==> src/rtl/gpio_bank.sv <==
// gpio_bank: parametrised GPIO bank for the j1 IO space.
//   Input synchronisers, atomic set/clear/toggle of OUT, per-bit rise/fall
//   edge capture into sticky PEND bits, and a masked level interrupt.
// Ports:
//   clk, resetq          clock, asynchronous active-low reset
//   cs, io_rd, io_wr     bank select and one-cycle IO strobes
//   reg_sel[9:0]         one-hot register select within the bank
//   wdata[15:0]          write data
//   rdata[15:0]          combinational read data, 0 when !cs
//   pin_in/out/dir       pad input, OUT register, DIR register (WIDTH bits)
//   irq                  registered level interrupt
module gpio_bank #(
  parameter int unsigned WIDTH       = 8,
  parameter int unsigned SYNC_STAGES = 2,
  parameter logic [15:0] RESET_OUT   = 16'h0000,
  parameter logic [15:0] RESET_DIR   = 16'h0000
) (
  input  logic             clk,
  input  logic             resetq,
  input  logic             cs,
  input  logic             io_rd,
  input  logic             io_wr,
  input  logic [9:0]       reg_sel,
  input  logic [15:0]      wdata,
  output logic [15:0]      rdata,
  input  logic [WIDTH-1:0] pin_in,
  output logic [WIDTH-1:0] pin_out,
  output logic [WIDTH-1:0] pin_dir,
  output logic             irq
);

  localparam int unsigned SEL_IN   = 0;
  localparam int unsigned SEL_OUT  = 1;
  localparam int unsigned SEL_DIR  = 2;
  localparam int unsigned SEL_SET  = 3;
  localparam int unsigned SEL_CLR  = 4;
  localparam int unsigned SEL_TGL  = 5;
  localparam int unsigned SEL_RISE = 6;
  localparam int unsigned SEL_FALL = 7;
  localparam int unsigned SEL_PEND = 8;
  localparam int unsigned SEL_IEN  = 9;

  localparam int unsigned WARM_CYC = SYNC_STAGES + 1;
  localparam int unsigned WARM_W   = $clog2(WARM_CYC + 1);

  logic [SYNC_STAGES-1:0][WIDTH-1:0] r_sync;
  logic [WIDTH-1:0]  r_prev;
  logic [WIDTH-1:0]  r_out;
  logic [WIDTH-1:0]  r_dir;
  logic [WIDTH-1:0]  r_rise_en;
  logic [WIDTH-1:0]  r_fall_en;
  logic [WIDTH-1:0]  r_pend;
  logic [WIDTH-1:0]  r_irq_en;
  logic              r_irq;
  logic [WARM_W-1:0] r_warm;

  logic              w_wr;
  logic [WIDTH-1:0]  w_w;
  logic [WIDTH-1:0]  w_in;
  logic              w_warm_done;
  logic [WIDTH-1:0]  w_rise;
  logic [WIDTH-1:0]  w_fall;
  logic [WIDTH-1:0]  w_w1c;
  logic [WIDTH-1:0]  w_out_nxt;
  logic [WIDTH-1:0]  w_rd;
  logic              w_unused;

  assign w_wr        = cs & io_wr;
  assign w_w         = wdata[WIDTH-1:0];
  assign w_in        = r_sync[SYNC_STAGES-1];
  assign w_warm_done = (r_warm == WARM_W'(WARM_CYC));

  // Edges are suppressed until the sync chain and prev hold real pad values
  assign w_rise = w_warm_done ? (w_in & ~r_prev & r_rise_en) : '0;
  assign w_fall = w_warm_done ? (~w_in & r_prev & r_fall_en) : '0;
  assign w_w1c  = (w_wr && reg_sel[SEL_PEND]) ? w_w : '0;

  // io_rd has no side effect; upper wdata bits unused when WIDTH < 16
  assign w_unused = &{1'b0, io_rd, wdata};

  // OUT next value: load, then set, clear, toggle in that order
  always_comb begin
    w_out_nxt = reg_sel[SEL_OUT] ? w_w : r_out;
    if (reg_sel[SEL_SET]) w_out_nxt = w_out_nxt | w_w;
    if (reg_sel[SEL_CLR]) w_out_nxt = w_out_nxt & ~w_w;
    if (reg_sel[SEL_TGL]) w_out_nxt = w_out_nxt ^ w_w;
  end

  // Read mux: OR of every selected readable register
  always_comb begin
    w_rd = '0;
    if (reg_sel[SEL_IN])   w_rd = w_rd | w_in;
    if (reg_sel[SEL_OUT])  w_rd = w_rd | r_out;
    if (reg_sel[SEL_DIR])  w_rd = w_rd | r_dir;
    if (reg_sel[SEL_RISE]) w_rd = w_rd | r_rise_en;
    if (reg_sel[SEL_FALL]) w_rd = w_rd | r_fall_en;
    if (reg_sel[SEL_PEND]) w_rd = w_rd | r_pend;
    if (reg_sel[SEL_IEN])  w_rd = w_rd | r_irq_en;
  end

  assign rdata = cs ? 16'(w_rd) : 16'h0000;

  // Input synchroniser, previous-value register and warm-up counter
  always_ff @(posedge clk or negedge resetq) begin
    if (!resetq) begin
      r_sync <= '0;
      r_prev <= '0;
      r_warm <= '0;
    end else begin
      r_sync <= {r_sync[SYNC_STAGES-2:0], pin_in};
      r_prev <= w_in;
      if (!w_warm_done) r_warm <= r_warm + WARM_W'(1);
    end
  end

  // Software-visible registers
  always_ff @(posedge clk or negedge resetq) begin
    if (!resetq) begin
      r_out     <= RESET_OUT[WIDTH-1:0];
      r_dir     <= RESET_DIR[WIDTH-1:0];
      r_rise_en <= '0;
      r_fall_en <= '0;
      r_irq_en  <= '0;
    end else if (w_wr) begin
      r_out <= w_out_nxt;
      if (reg_sel[SEL_DIR])  r_dir     <= w_w;
      if (reg_sel[SEL_RISE]) r_rise_en <= w_w;
      if (reg_sel[SEL_FALL]) r_fall_en <= w_w;
      if (reg_sel[SEL_IEN])  r_irq_en  <= w_w;
    end
  end

  // Sticky pending bits (new edge beats W1C) and registered interrupt
  always_ff @(posedge clk or negedge resetq) begin
    if (!resetq) begin
      r_pend <= '0;
      r_irq  <= 1'b0;
    end else begin
      r_pend <= (r_pend & ~w_w1c) | w_rise | w_fall;
      r_irq  <= |(r_pend & r_irq_en);
    end
  end

  assign pin_out = r_out;
  assign pin_dir = r_dir;
  assign irq     = r_irq;

endmodule

==> config.mk <==
export PLATFORM = sky130hd
export DESIGN_NAME = gpio_bank
export DESIGN_NICKNAME = d
export VERILOG_FILES = /design/src/rtl/gpio_bank.sv
export SDC_FILE = /design/constraint.sdc
export NUM_CORES = 1
export LEC_CHECK = 0
export BUFFER_PORTS_ARGS = -buffer_cell sky130_fd_sc_hd__buf_2
export CORE_AREA = 5 5 99 101
export CTS_BUF_LIST = sky130_fd_sc_hd__clkbuf_16
export DETAILED_ROUTE_END_ITERATION = 12
export DIE_AREA = 0 0 104 106
export PLACE_DENSITY = 0.69
export SYNTH_ARGS = -nofsm -noshare
export SYNTH_HDL_FRONTEND = slang
export SYNTH_SLANG_ARGS = --single-unit
==> constraint.sdc <==
create_clock -name clk -period 1.29 [get_ports clk]
set_input_delay 0.1935 -clock clk [delete_from_list [all_inputs] [get_ports clk]]
set_output_delay 0.1935 -clock clk [all_outputs]
set_load 0.005 [all_outputs]
Word level (Yosys, flattened, before mapping)
Index checks and enable logic that the tools add are counted.
W data, S select, Z words.
Storage, ports and cells
  bits in writable memories: 0
  ROM bits: 0
  memories kept: 0
  register bits: 75
  input bits: 39
  word-level logic and storage cells: 56
  bits in latches: 0
  output and inout bits: 33
Cells by class
  shift operators: 0
  reductions and logical operators: 6
  divide/modulo/power cells: 0
  mux-type cells: 15
  bitwise logic cells: 22
  magnitude comparators: 0
  equal/unequal tests: 1
  $add $sub $neg: 1
  multiply operators: 0
Operators with widths (number)
  $mux W8: 15
  $or A8 B8 Y8: 9
  $and A8 B8 Y8: 7
  $not A8 Y8: 4
  $reduce_and A2 Y1: 4
  $reduce_or A8 Y1: 1
  $xor A8 B8 Y8: 1
  $add A2 B1 Y2 const B: 1
  $eq A2 B2 Y1 const B: 1
  $and A1 B1 Y1: 1
  $logic_and A1 B1 Y1: 1

Depth between registers and ports, before layout
Gate-level depths: netlist (run 1).
  depth in word-level cells: 14
  depth in mapped cells: 6
  gate-level depth less buffers: 3

Worst setup path before layout (run 1)
No wires, ideal clock.
  kind: flip-flop to flip-flop
  start: reg r_warm[0]
  end: reg r_warm[1]
  arrival: 1117 ps
  required time: 1165 ps
  slack: 48 ps
  stages on the path, launching flop included: 4
  cell sequence: dfrtp_1 > ha_1 > clkbuf_1 > mux2_2
Between the ends
  cells in the longest elaborated chain, start to end: 1
RTL lines
  start, declared: RTL line 55  | logic [WARM_W-1:0] r_warm;
  start signal, assigned: RTL line 112  | if (!w_warm_done) r_warm <= r_warm + WARM_W'(1);
  $add A2 B1 Y2 / $eq A2 B2 Y1 (equally long branches): RTL line 112, 71
Parallel ways exist; a longest one is shown, timed or not.
A chain may end at the register's enable or synchronous reset.

Final worst setup path (run 1)
  start: reg r_pend[0]
  end: out rdata[0]
Between the ends
  cells in the longest elaborated chain, start to end: 5
RTL lines
  start, declared: RTL line 52  | logic [WIDTH-1:0] r_pend;
  start signal, assigned: RTL line 139  | r_pend <= (r_pend & ~w_w1c) | w_rise | w_fall;
  $or A8 B8 Y8 (*): RTL line 97  | if (reg_sel[SEL_PEND]) w_rd = w_rd | r_pend;
  $mux W8 (*): RTL line 97
  $or A8 B8 Y8: RTL line 98  | if (reg_sel[SEL_IEN]) w_rd = w_rd | r_irq_en;
  $mux W8 (*): RTL line 98
  $mux W8 (*): RTL line 101  | assign rdata = cs ? 16'(w_rd) : 16'h0000;
  end, declared: RTL line 25  | output logic [15:0] rdata,
Mark *: on every way between the ends. The rest lies on a longest branch, timed or not.

==> impl.org, run 1 <==
** STA
- The number of endpoints with negative hold slack in the final report was 0.
- Tcrit/Tclk final :: 1.27
- Achievable Freq :: 613 MHz
- Minimum clock period after layout :: 1630 ps
- Total count of max-transition violations in the final report :: 0
- Summed over all failing endpoints, the final setup total negative slack is -2010 ps.
- For the final database, setup skew stands at 4.52 ps.
- Post-layout worst setup margin :: -342 ps
- RSZ-0062 raised after global routing :: yes
- Finish-stage setup viols :: 8

** Setup path
- On the worst path, the slowest cell contributes a delay of between 400 and 500 ps.
- The critical path in this run is classified as flip-flop to output port.
- Worst R2R Start :: pin_out[5]
- The worst register-to-register path has a depth of 5.
- Worst-path maximum fanout :: 3
- Cell with the largest stage delay on the worst path :: dfrtp_1
- Worst path bufs/invs :: 1
- Among cell families on the critical path, the largest total delay comes from compound AO/OA/AOI/OAI gates.
- Category of the worst setup path capture point :: output port
- Critical path data arrival time :: 1440 ps
- Worst Setup Start Kind :: flip-flop
- Data on the critical path is required at its endpoint by 1100 ps.
- Ordered list of cells on the worst path :: a222oi_1 -> a31oi_1 -> buf_2
- The worst register-to-register path has a setup slack of about 80 ps.
- The endpoint identified for the worst register-to-register timing path is pin_out[5].

** Global routing
- Wire length of the first global-routing pass :: 15,200 um
- The number of antenna violations at the first check in global routing is 0.
- For this run, the total global-route usage over all layers was measured as 0.176.
- Residual overflow from global routing :: 0
- Entering global routing, the biggest net connects 33 pins.
- The via count of the first global-routing pass was 2,807.

** Die
- Die area :: 11,000 um^2
- The region available for standard cell placement spans between 8000 and 9000 um^2.
- Rows :: 35
- 72 I/O pins were placed.
- The die is 104 um wide.
- From bottom edge to top edge, the die measures around 110 um.
- For this configuration, the core starts out at a cell density of 0.385.

** Power and ir drop
- Lkg Pwr :: 2.00 nW
- VDD sags by at most 571 uV.
- PwrDens :: 1490 nW/um^2

** Flow run
- # Max-Cap Violations :: 0

** Clock network
- Clock latency on the worst-skew pair, taken at its later pin, is 330 ps.
- Root buffer cell :: clkbuf_16
- CTS saw 75 sinks.
- Clock slew at the register clock pins of the worst setup and hold paths :: 60 ps
- No sink is reached through more buffers than the 2 on the longest clock path.
- The H-tree generated during clock tree synthesis spans 3 levels.
- TritonCTS created 9 clock buffers.
- TritonCTS clock tree :: built

** Place
- Quantity of I/O buffers inserted on ports :: 54
- Before CTS, the worst setup slack after placement is -24.4 ps.
- Routability congestion estimate from global placement :: 0.846
- After legalization and detailed placement, the total HPWL measured around 6400 um.
- Once placement completed, the tool counted placed cells totaling 449.

** Synth
- The share of the Yosys chip area taken by registers is 0.546.
- Synthesized area :: 3440 um^2
- Each instance of the synthesized netlist takes up on average roughly 12 um^2.
- Counting flops and latches in the post-synthesis netlist gives 75.
- Yosys printed 0 warnings.
- Synthesis handed over a netlist of 277 instances.
- Netlist cell types :: 36

** Detailed routing
- After detailed routing, the number of vias per cell comes to 5.66.
- The detail route stage leaves a number of antenna-violating nets equal to 0.
- After detailed routing, the number of remaining DRC violations is 0.
- Dividing the detail-routed wire length by the instance count gives between 15 and 20 um.
- For this run, the detailed router's first-pass iteration total came to 5.
- In this run, the number of DRC markers left after iteration 0 of detailed routing was approximately 230.
- The final layout contains routed wiring with a total length of 9530 um.
- DR vias :: about 2.7k

** Status
- The checks that failed: negative setup slack.
- Run status :: finished, violations left

** Cells and area
- Number of standard cells in the final layout excluding fillers :: 483
- Fraction of final layout cells with drive strength greater than 1 :: 0.379
- Diode count :: 0
- Final net count :: between 400 and 500
- At the end of the flow the core is filled with cells to 0.493.
- Synthesis-to-layout area growth :: 28.1%

** Min path
- The startpoint identified for the worst hold timing path is wdata[7].
- Min-Delay Endpoint :: pin_out[7]
- The tightest min-delay check is of the input pin to flip-flop type.
- Along the worst hold path, the cell count comes to 3.
## worst max path at each step
stage	startpoint	endpoint	depth (start not counted)	slack [ps]
after floorplan	r_warm[0]	r_warm[1]	3	50
after CTS	r_pend[0]	rdata[0]	3	-300
final	r_pend[0]	rdata[0]	3	-340
after global routing	pin_dir[2]	rdata[2]	3	-370
after global placement	reg_sel[1]	rdata[1]	4	-40
after detailed placement	reg_sel[1]	pin_out[6]	5	-20
## synth_stat cells
| cell type | count | share of area |
|---|---|---|
| a222oi_1 | 8 | 0.023 |
| a22o_1 | 8 | 0.020 |
| a22oi_1 | 20 | 0.044 |
| a31oi_1 | 8 | 0.015 |
| and2_4 | 1 | 0.0025 |
| and3_2 | 1 | 0.0022 |
| buf_12 | 1 | 0.0058 |
| buf_2 | 7 | 0.010 |
| buf_4 | 10 | 0.022 |
| buf_6 | 1 | 0.0033 |
| clkbuf_1 | 4 | 0.0044 |
| clkbuf_8 | 2 | 0.0080 |
| conb_1 | 1 | 0.0011 |
| dfrtp_1 | 75 | 0.55 |
| ha_1 | 1 | 0.0036 |
| inv_1 | 1 | 0.0011 |
| mux2_2 | 17 | 0.056 |
| mux2_4 | 16 | 0.070 |
| nand2_1 | 17 | 0.019 |
| nand2_2 | 2 | 0.0036 |
| nand2_8 | 2 | 0.012 |
| nand2b_1 | 1 | 0.0018 |
| nand3_1 | 12 | 0.017 |
| nand3b_1 | 8 | 0.017 |
| nand4_1 | 1 | 0.0018 |
| nor2_1 | 7 | 0.0076 |
| nor3_1 | 8 | 0.012 |
| nor3b_1 | 1 | 0.0022 |
| o2111ai_1 | 6 | 0.015 |
| o21a_1 | 1 | 0.0022 |
| o21ai_0 | 19 | 0.028 |
| o21ba_2 | 1 | 0.0029 |
| o2bb2ai_1 | 1 | 0.0025 |
| o31ai_1 | 1 | 0.0022 |
| or4_1 | 6 | 0.013 |
| xnor2_1 | 1 | 0.0025 |
## report_power, final
| part | internal [mW] | total [mW] | leakage (nW) | switching (mW) |
|---|---|---|---|---|
| Combinational | 0.673 | 1.20 | 0.999 | 0.527 |
| Clock | 1.47 | 2.42 | 0.138 | 0.950 |
| Sequential | 2.67 | 2.93 | 0.866 | 0.254 |
| Total | 4.81 | 6.55 | 2.00 | 1.73 |
## area by class of cell
| class | count | area (um^2) |
|---|---|---|
| multi-input cells | 183 | 1400 |
| well taps | 111 | 139 |
| repair buffers | 97 | 699 |
| flip-flops and latches | 75 | 1880 |
| fillers | 783 | 4530 |
| clock inverters | 7 | 58.8 |
| clock buffers | 9 | 225 |
| inverters | 1 | 3.75 |
## metal layers
layer  part of all wire  vias to the layer above  global-route usage
li1                   -                     1228                   -
met1               0.41                     1348               0.221
met2               0.48                      134               0.285
met3              0.084                       23              0.0431
met4              0.025                        0              0.0842
met5                  0                        -                   0
## worst register-to-register path, delay by kind of cell (launching register included)
family | cells | cell delay (ps)
buf+inv | 2 | 270
flops | 1 | 380
simple gates | 3 | 430
## cell usage in the layout, fill, tap and decap left out, types with 2 or more instances in the layout
cell type	n
dfrtp_1	75
buf_2	52
buf_4	29
a22oi_1	20
o21ai_0	19
nand2_1	17
mux2_2	17
mux2_4	16
nand3_1	12
clkbuf_16	9
dlygate4sd3_1	9
nand3b_1	8
a22o_1	8
a222oi_1	8
a31oi_1	8
nor3_1	8
conb_1	8
nor2_1	7
o2111ai_1	6
or4_1	6
buf_12	6
clkinv_1	3
nand2_8	2
nand2_2	2
clkinv_2	2
## cell families (layout without fill, tap and decap cells)
kind of cell             Yosys count  in the layout  share of synthesized area
flip-flops                        75             75                      0.546
XOR/XNOR                           1              1                    0.00255
multiplexers                      33             33                      0.126
AO/OA/AOI/OAI                     73             73                      0.155
buffers and inverters             26            114                     0.0546
AND/OR/NAND/NOR                   67             67                      0.112
adder cells (fa/ha/maj)            1              1                    0.00364
other                              1              8                    0.00109
## metrics by stage
stage	power (mW)	instance area [um^2]	hold slack, ps
floorplan	3.55	3460	-102
global placement	4.01	3950	111
detailed placement	4.05	3950	116
CTS	6.52	4370	193
global route	6.82	4400	223
finish	6.55	4400	192
## what timing repair did
item | in CTS | in global routing
hold endpoints to repair | 29 | 0
hold buffers | 9 | 0
gates resized for setup | 0 | 1
buffers inserted | 5 | 4
setup endpoints to repair | 8 | 8
pin swaps | 14 | 10
Note: power is estimated with default switching activity, not from simulation.
==> run 2: changes to the inputs <==
- MAX_ROUTING_LAYER: not set -> met4
- PLACE_DENSITY: 0.69 -> 0.67
- SKIP_LAST_GASP: not set -> 1
- clock period: 1.29 -> 1.75 ns (I/O delays scaled with it)
==> run 2 against run 1 <==
Against the previous run: the flow now finishes without violations; hold slack got worse by 160 ps; sequential power fell by 26%; cell area fell by 9.4%; critical path depth did not move; largest cell class unchanged; register-to-register slack improved by 540 ps; largest power group unchanged; combinational power fell by 41%; utilization fell by 4.6 points; critical path type unchanged.
==> impl.org, run 2 (synthesis gave the netlist of run 1 again) <==
** Detailed routing
- The initial DRC count was 200 (-15%).
- Remaining antenna violation count after routing :: 0 (unchanged)
- Number of detailed-route iterations in the first pass :: 5 (unchanged)
- Number of remaining DRC errors :: 0 (unchanged)
- The final routed wirelength across all metal layers was 8630 um (-9.4%).
- Via density per instance :: 5.79 (+2.3%)
- The vias after detailed routing came to 2,558 (-6.4%).
- Wire per inst :: 19.5 um (-1.0%)

** Min path
- Min-Delay Endpoint :: r_sync[4]
- Hold path start :: pin_in[4]
- Hold Path Stages :: 1 (-2)
- The tightest min-delay check is of the input pin to flip-flop type.

** STA
- The setup skew after layout is 6.26 ps (+1.74 ps).
- Post-layout worst setup margin :: 42.4 ps (+385 ps)
- The number of setup violations in the final report is 0 (-8).
- Total count of max-transition violations in the final report :: 0 (unchanged)
- Minimum clock period after layout :: 1710 ps
- Worst Hold Margin :: 30.5 ps (-162 ps)
- RSZ-0062 raised after global routing :: no
- Of the available clock period, the critical path in the final layout requires 0.976.
- Derived from the worst setup path, the maximum achievable clock frequency is 586 MHz.
- Sum of negative setup slack :: 0 ps (+2010 ps)
- Number of hold violations in the final report :: 0 (unchanged)

** Die
- The I/O pin count is 72 (unchanged).
- The die width was 104 um (unchanged).
- The chip height is 106 um (unchanged).
- The die area came to 11,000 um^2 (unchanged).
- The number of rows in the core area came to 35 (unchanged).
- The initial core utilization was 0.385 (unchanged).
- Placeable Area :: 8930 um^2 (unchanged)

** Global routing
- The number of antenna violations at the first check in global routing was 0 (unchanged).
- The wire length of the first global-routing pass came to 13,600 um (-11%).
- Number of global-route vias before repair :: 2,497 (-11%)
- Maximum number of pins on one net before global-route repair :: 43 (+30%)
- The total congestion overflow came to 0 (unchanged).
- The global router's overall resource usage is 0.162 (-0.0137).

** Clock network
- Total CTS buffers :: 9 (unchanged)
- TritonCTS sink count :: 75 (unchanged)
- TritonCTS clock tree :: built
- Clock insertion delay at the later pin of the skew report :: 340 ps (about the same)
- The tree is rooted in a clkbuf_16.
- Max Buffers Root-to-Sink :: 2 (unchanged)
- Clock slew at the register clock pins of the worst setup and hold paths :: 60 ps (about the same)
- The count of H-tree levels built during CTS came to 3 (unchanged).

** Setup path
- In this run the critical register-to-register path is launched from r_warm[0].
- The setup slack on the worst flop-to-flop path came to 620 ps (+540 ps).
- Worst-path maximum fanout :: 4 (+1)
- RR Endpoint :: r_pend[6]
- The worst setup path is launched from a flip-flop.
- Category of the worst setup path capture point :: output port
- Critical path data arrival time :: 1450 ps (about the same)
- The worst setup path is of the flip-flop to output port kind.
- The required time reported for the critical path endpoint is 1490 ps (+390 ps).
- The number of cells on the worst reg-to-reg path is 3 (-2).
- Launching element of the worst setup path :: pin_out[5]

** Cells and area
- Fraction of final layout cells with drive strength greater than 1 :: 0.329 (-0.0497)
- Post-route cell area :: 3990 um^2 (-9.4%)
- Commonest non-fill, non-tap cells in the layout :: dfrtp_1 (75), buf_2 (53), a22oi_1 (20)
- Most common cell after layout, fill and taps aside :: dfrtp_1
- The area growth from synthesis to layout is 16.1%.
- Diode count :: 0 (unchanged)
- Post-route core utilization :: 0.446 (-0.0462)
- The final-stage net count came to 367 (-9.8%).

** Place
- The port buffer count is 54 (unchanged).
- Setup slack after placement :: 234 ps (+258 ps)
- The routability-driven placement congestion ratio is 0.812 (-4.0%).
- The final HPWL from detailed placement was 5610 um (-13%).
- Cell Area, Placed :: 3720 um^2 (-5.9%)

** Power and ir drop
- PwrDens :: 1130 nW/um^2 (-24%)
- IR drop worst, VDD :: 605 uV (+6.0%)
- The leakage component of the power came to 1.77 nW (-11%).

** Flow run
- # Max-Cap Violations :: 0 (unchanged)

** Status
- The flow ran to the end, and the final reports show no timing, DRC or antenna violations.
## run 2: cell types whose count changed in the layout (fill, tap and decap cells not counted)
cell | before | now
inv_1 | 1 | 2
dlygate4sd3_1 | 9 | 1
buf_6 | 1 | 0
clkinvlp_4 | 1 | 3
clkinv_1 | 3 | 1
buf_4 | 29 | 2
buf_12 | 6 | 1
clkinv_2 | 2 | 1
bufinv_16 | 1 | 0
buf_2 | 52 | 53
## run 2: cell type report
cell class                 instances  area [um^2]
clock buffer                       9          225
inverter                           1         3.75
clock inverter                     6         35.0
timing repair buffer              57          310
tap                              111          139
fill                             834         4940
multi-input combinational        183         1400
sequential                        75         1880
## run 2: per-stage QoR
stage | power [mW] | instances
finish | 4.50 | 442
global route | 4.71 | 442
CTS | 4.54 | 442
detailed placement | 2.90 | 426
global placement | 2.88 | 426
floorplan | 2.62 | 284
## run 2: how the worst max path moves through the flow
stage	endpoint	slack, ps	cells after the start
after floorplan	rdata[0]	460	5
after global placement	rdata[1]	230	4
after detailed placement	rdata[1]	230	4
after CTS	rdata[5]	50	3
after global routing	rdata[2]	3	3
final	rdata[5]	40	3
## run 2: power breakdown
group	total (mW)	switching (mW)	internal, mW
logic	0.708	0.329	0.379
clock network	1.62	0.685	0.937
registers	2.17	0.202	1.97
## run 2: critical path: stages (launching register included)
cell      delay, ps
dfrtp_1         430
a222oi_1        390
a31oi_1         150
buf_2           150
## run 2: what timing repair did
| action | CTS | global route |
|---|---|---|
| hold buffers | 1 | 0 |
| endpoints found under the setup margin | 0 | 0 |
| hold endpoints to repair | 33 | 0 |
| buffers inserted | 0 | 0 |
| gates resized for setup | 0 | 0 |
## run 2: per-layer routing
layer | track usage | wire length, um
met1 | 0.197 | 3650
met2 | 0.257 | 4190
met3 | 0.0528 | 632
met4 | 0.0527 | 161
met5 | - | 0
==> run 3: changes to the inputs <==
--- a/constraint.sdc
+++ b/constraint.sdc
@@ -3,2 +3,2 @@
 set_output_delay 0.2625 -clock clk [all_outputs]
-set_load 0.005 [all_outputs]
+set_load 0.05 [all_outputs]
==> run 3 against run 2 <==
Against the previous run: the run now ends with negative setup slack left; sequential power barely moved; first-iteration DRC count grew 34%; die area unchanged; clock skew fell by 1.2 ps; combinational power rose by 64%; power grew 20%; routed wire length increased by 3.3%; non-clock buffer count rose by 10; flip-flop and latch count unchanged; via count grew 2.1%; final cell count increased by 2.5%; register-to-register slack lost 210 ps.
==> impl.org, run 3 (synthesis gave the netlist of run 1 again) <==
** Setup path
- Required time of the critical path :: 1490 ps (about the same)
- Max stage delay on crit path :: 420 ps (about the same)
- The slowest stage of the critical path is the a222oi_1 cell.
- The worst setup path is launched from a flip-flop.
- Critical path data arrival time :: 1490 ps (+40 ps)
- Walking the worst path, the cells encountered are a222oi_1 -> a31oi_2 -> buf_6.
- Worst-path maximum fanout :: 3 (-1)
- The critical path in this run is classified as flip-flop to output port.
- The buffer and inverter count on the worst path came to 1 (unchanged).
- Category of the worst setup path capture point :: output port
- Crit path max-delay family :: compound AO/OA/AOI/OAI gates

** Power and ir drop
- The leakage component of the power came to 1.88 nW (+6.1%).
- The maximum vdd drop came to 663 uV (+9.6%).
- Sequential share of power :: 0.402 (-0.081)
- The power after layout came to 5.39 mW (+20%).
- The combinational group share of total power was 0.215 (+0.058).
- Clock power share :: 0.382 (+0.022)
- The internal power is 3.79 mW (+15%).
- The total power divided by cell area is 1270 nW/um^2 (+13%).
- The switching part of the total power was 0.296 (+0.0258).
- The switching power came to 1.59 mW (+31%).

** STA
- Worst slew pin tran :: approximately 500 ps
- Setup repair after global routing could not meet its margin everywhere.
- The final setup slack of the worst path was -6.82 ps (-49.2 ps).
- The number of setup violations in the final report came to 1 (+1).
- The worst hold slack across all endpoints came to 35.1 ps (+4.60 ps).
- The setup skew after layout is 5.02 ps (-1.24 ps).
- Tcrit/Tclk final :: 1.00 (+0.0281)
- Total count of max-transition violations in the final report :: 0 (unchanged)
- The highest attainable clock frequency came to 569 MHz (-2.8%).
- Minimum clock period after layout :: 1760 ps (+49.2 ps)
- Number of hold violations in the final report :: 0 (unchanged)
- Max transition margin :: 0.664

** Clock network
- Root buffer cell :: clkbuf_16
- The count of H-tree levels built during CTS came to 3 (unchanged).
- The clock latency at the later pin of the worst-skew pair came to 330 ps (about the same).
- The number of buffers added by the clock tree synthesis step is 9 (unchanged).
- TritonCTS built the clock tree.
- The count of clock tree sinks is 75 (unchanged).
- Clock slew at the register clock pins of the worst setup and hold paths :: 60 ps (about the same)
- The largest buffer count on any clock path was 2 (unchanged).

** Die
- Initial core utilization :: 0.385 (unchanged)
- The I/O pin count is 72 (unchanged).
- The core footprint came to 8930 um^2 (unchanged).
- Die W :: 104 um (unchanged)
- The number of rows in the core area came to 35 (unchanged).
- The chip height was 106 um (unchanged).
- Die area :: 11,000 um^2 (unchanged)

** Cells and area
- Post-route cell area :: 4240 um^2 (+6.2%)
- Most common cell after layout, fill and taps aside :: dfrtp_1
- Post-route core utilization :: 0.474 (+0.0276)
- Diode count :: 0 (unchanged)
- Synthesis-to-layout area growth :: 23.2%
- Commonest non-fill, non-tap cells in the layout :: dfrtp_1 (75), buf_2 (45), a22oi_1 (20)
- The share of post-route cells with drive strength above 1 was 0.371 (+0.0420).
- Final net count :: 377 (+2.7%)
- Number of standard cells in the final layout excluding fillers :: 453 (+2.5%)

** Detailed routing
- Via density per instance :: 5.77 (-0.37%)
- The initial DRC count was 267 (+34%).
- Remaining antenna violation count after routing :: 0 (unchanged)
- Number of detailed-route iterations in the first pass :: 5 (unchanged)
- Post-Route WL :: 8920 um (+3.3%)
- Number of remaining DRC errors :: 0 (unchanged)
- DR vias :: 2,612 (+2.1%)
- Wire per inst :: 19.7 um (+0.79%)

** Place
- Quantity of I/O buffers inserted on ports :: 54 (unchanged)
- The final HPWL from detailed placement is 6040 um (+7.6%).
- Cell Area, Placed :: 3810 um^2 (+2.4%)
- Routability congestion estimate from global placement :: 0.811 (-0.21%)
- The number of cells after detailed placement was 431 (+1.2%).

** Global routing
- Gr usage total :: 0.174 (+0.0116)
- The wire length of the first global-routing pass is 14,700 um (+8.1%).
- The pin count of the biggest net entering global routing was 35 (-19%).
- Initial antenna violation count :: 0 (unchanged)
- Number of global-route vias before repair :: 2,694 (+7.9%)
- Residual overflow from global routing :: 0 (unchanged)

** Status
- The final reports fail on negative setup slack.
- The flow ran to the end, but the final reports show violations.

** Min path
- The tightest min-delay check is of the input pin to flip-flop type.

** Flow run
- The number of max-cap violations is 0 (unchanged).
-- run 3: power groups by stage --
stage	clock [mW]	combinational [mW]	sequential, mW
6_report	2.06	1.16	2.17
5_1_grt	2.17	1.25	2.20
4_1_cts	2.10	1.13	2.16
3_5_place_dp	0	1.10	2.20
3_3_place_gp	0	1.08	2.19
2_1_floorplan	0	0.606	2.37
-- run 3: final cells by class --
class                      instances  area [um^2]
sequential                        75         1880
clock buffer                       9          225
fill                             813         4700
tap                              111          139
inverter                           1         3.75
multi-input combinational        183         1450
clock inverter                     7          106
timing repair buffer              67          435
-- run 3: worst paths after layout --
check | from | endpoint | slack [ps] | depth (start not counted)
worst min-delay path | pin_in[0] | r_sync[0] | 40 | 1
max in group asynchronous | resetq | w_in[6] | 800 | 3
min in group asynchronous | resetq | pin_out[0] | 430 | 2
worst max-delay path | r_pend[6] | rdata[6] | -7 | 3
worst max register to register | r_warm[0] | r_warm[1] | 410 | 2
worst min register to register | r_sync[3] | w_in[3] | 340 | 0
-- run 3: routing by layer --
| metal | part of all wire | global-route usage | vias up |
|---|---|---|---|
| met3 | 0.063 | 0.0443 | 10 |
| li1 | - | - | 1163 |
| met4 | 0.015 | 0.0574 | 0 |
| met1 | 0.45 | 0.225 | 1329 |
| met5 | 0 | - | - |
| met2 | 0.47 | 0.268 | 110 |
-- run 3: what timing repair did --
item	CTS	global route
endpoints found under the hold margin	32	0
buffers inserted	2	3
gates resized for setup	6	14
hold buffers	1	0
endpoints found under the setup margin	5	8
pin swaps	6	12
-- run 3: stage by stage --
step / TNS, ps / setup slack [ps]
after floorplan: 0 / 53.9
after CTS: -15.5 / -15.5
after global placement: 0 / 197
after global routing: -274 / -91.3
final: -6.82 / -6.82
after detailed placement: 0 / 194
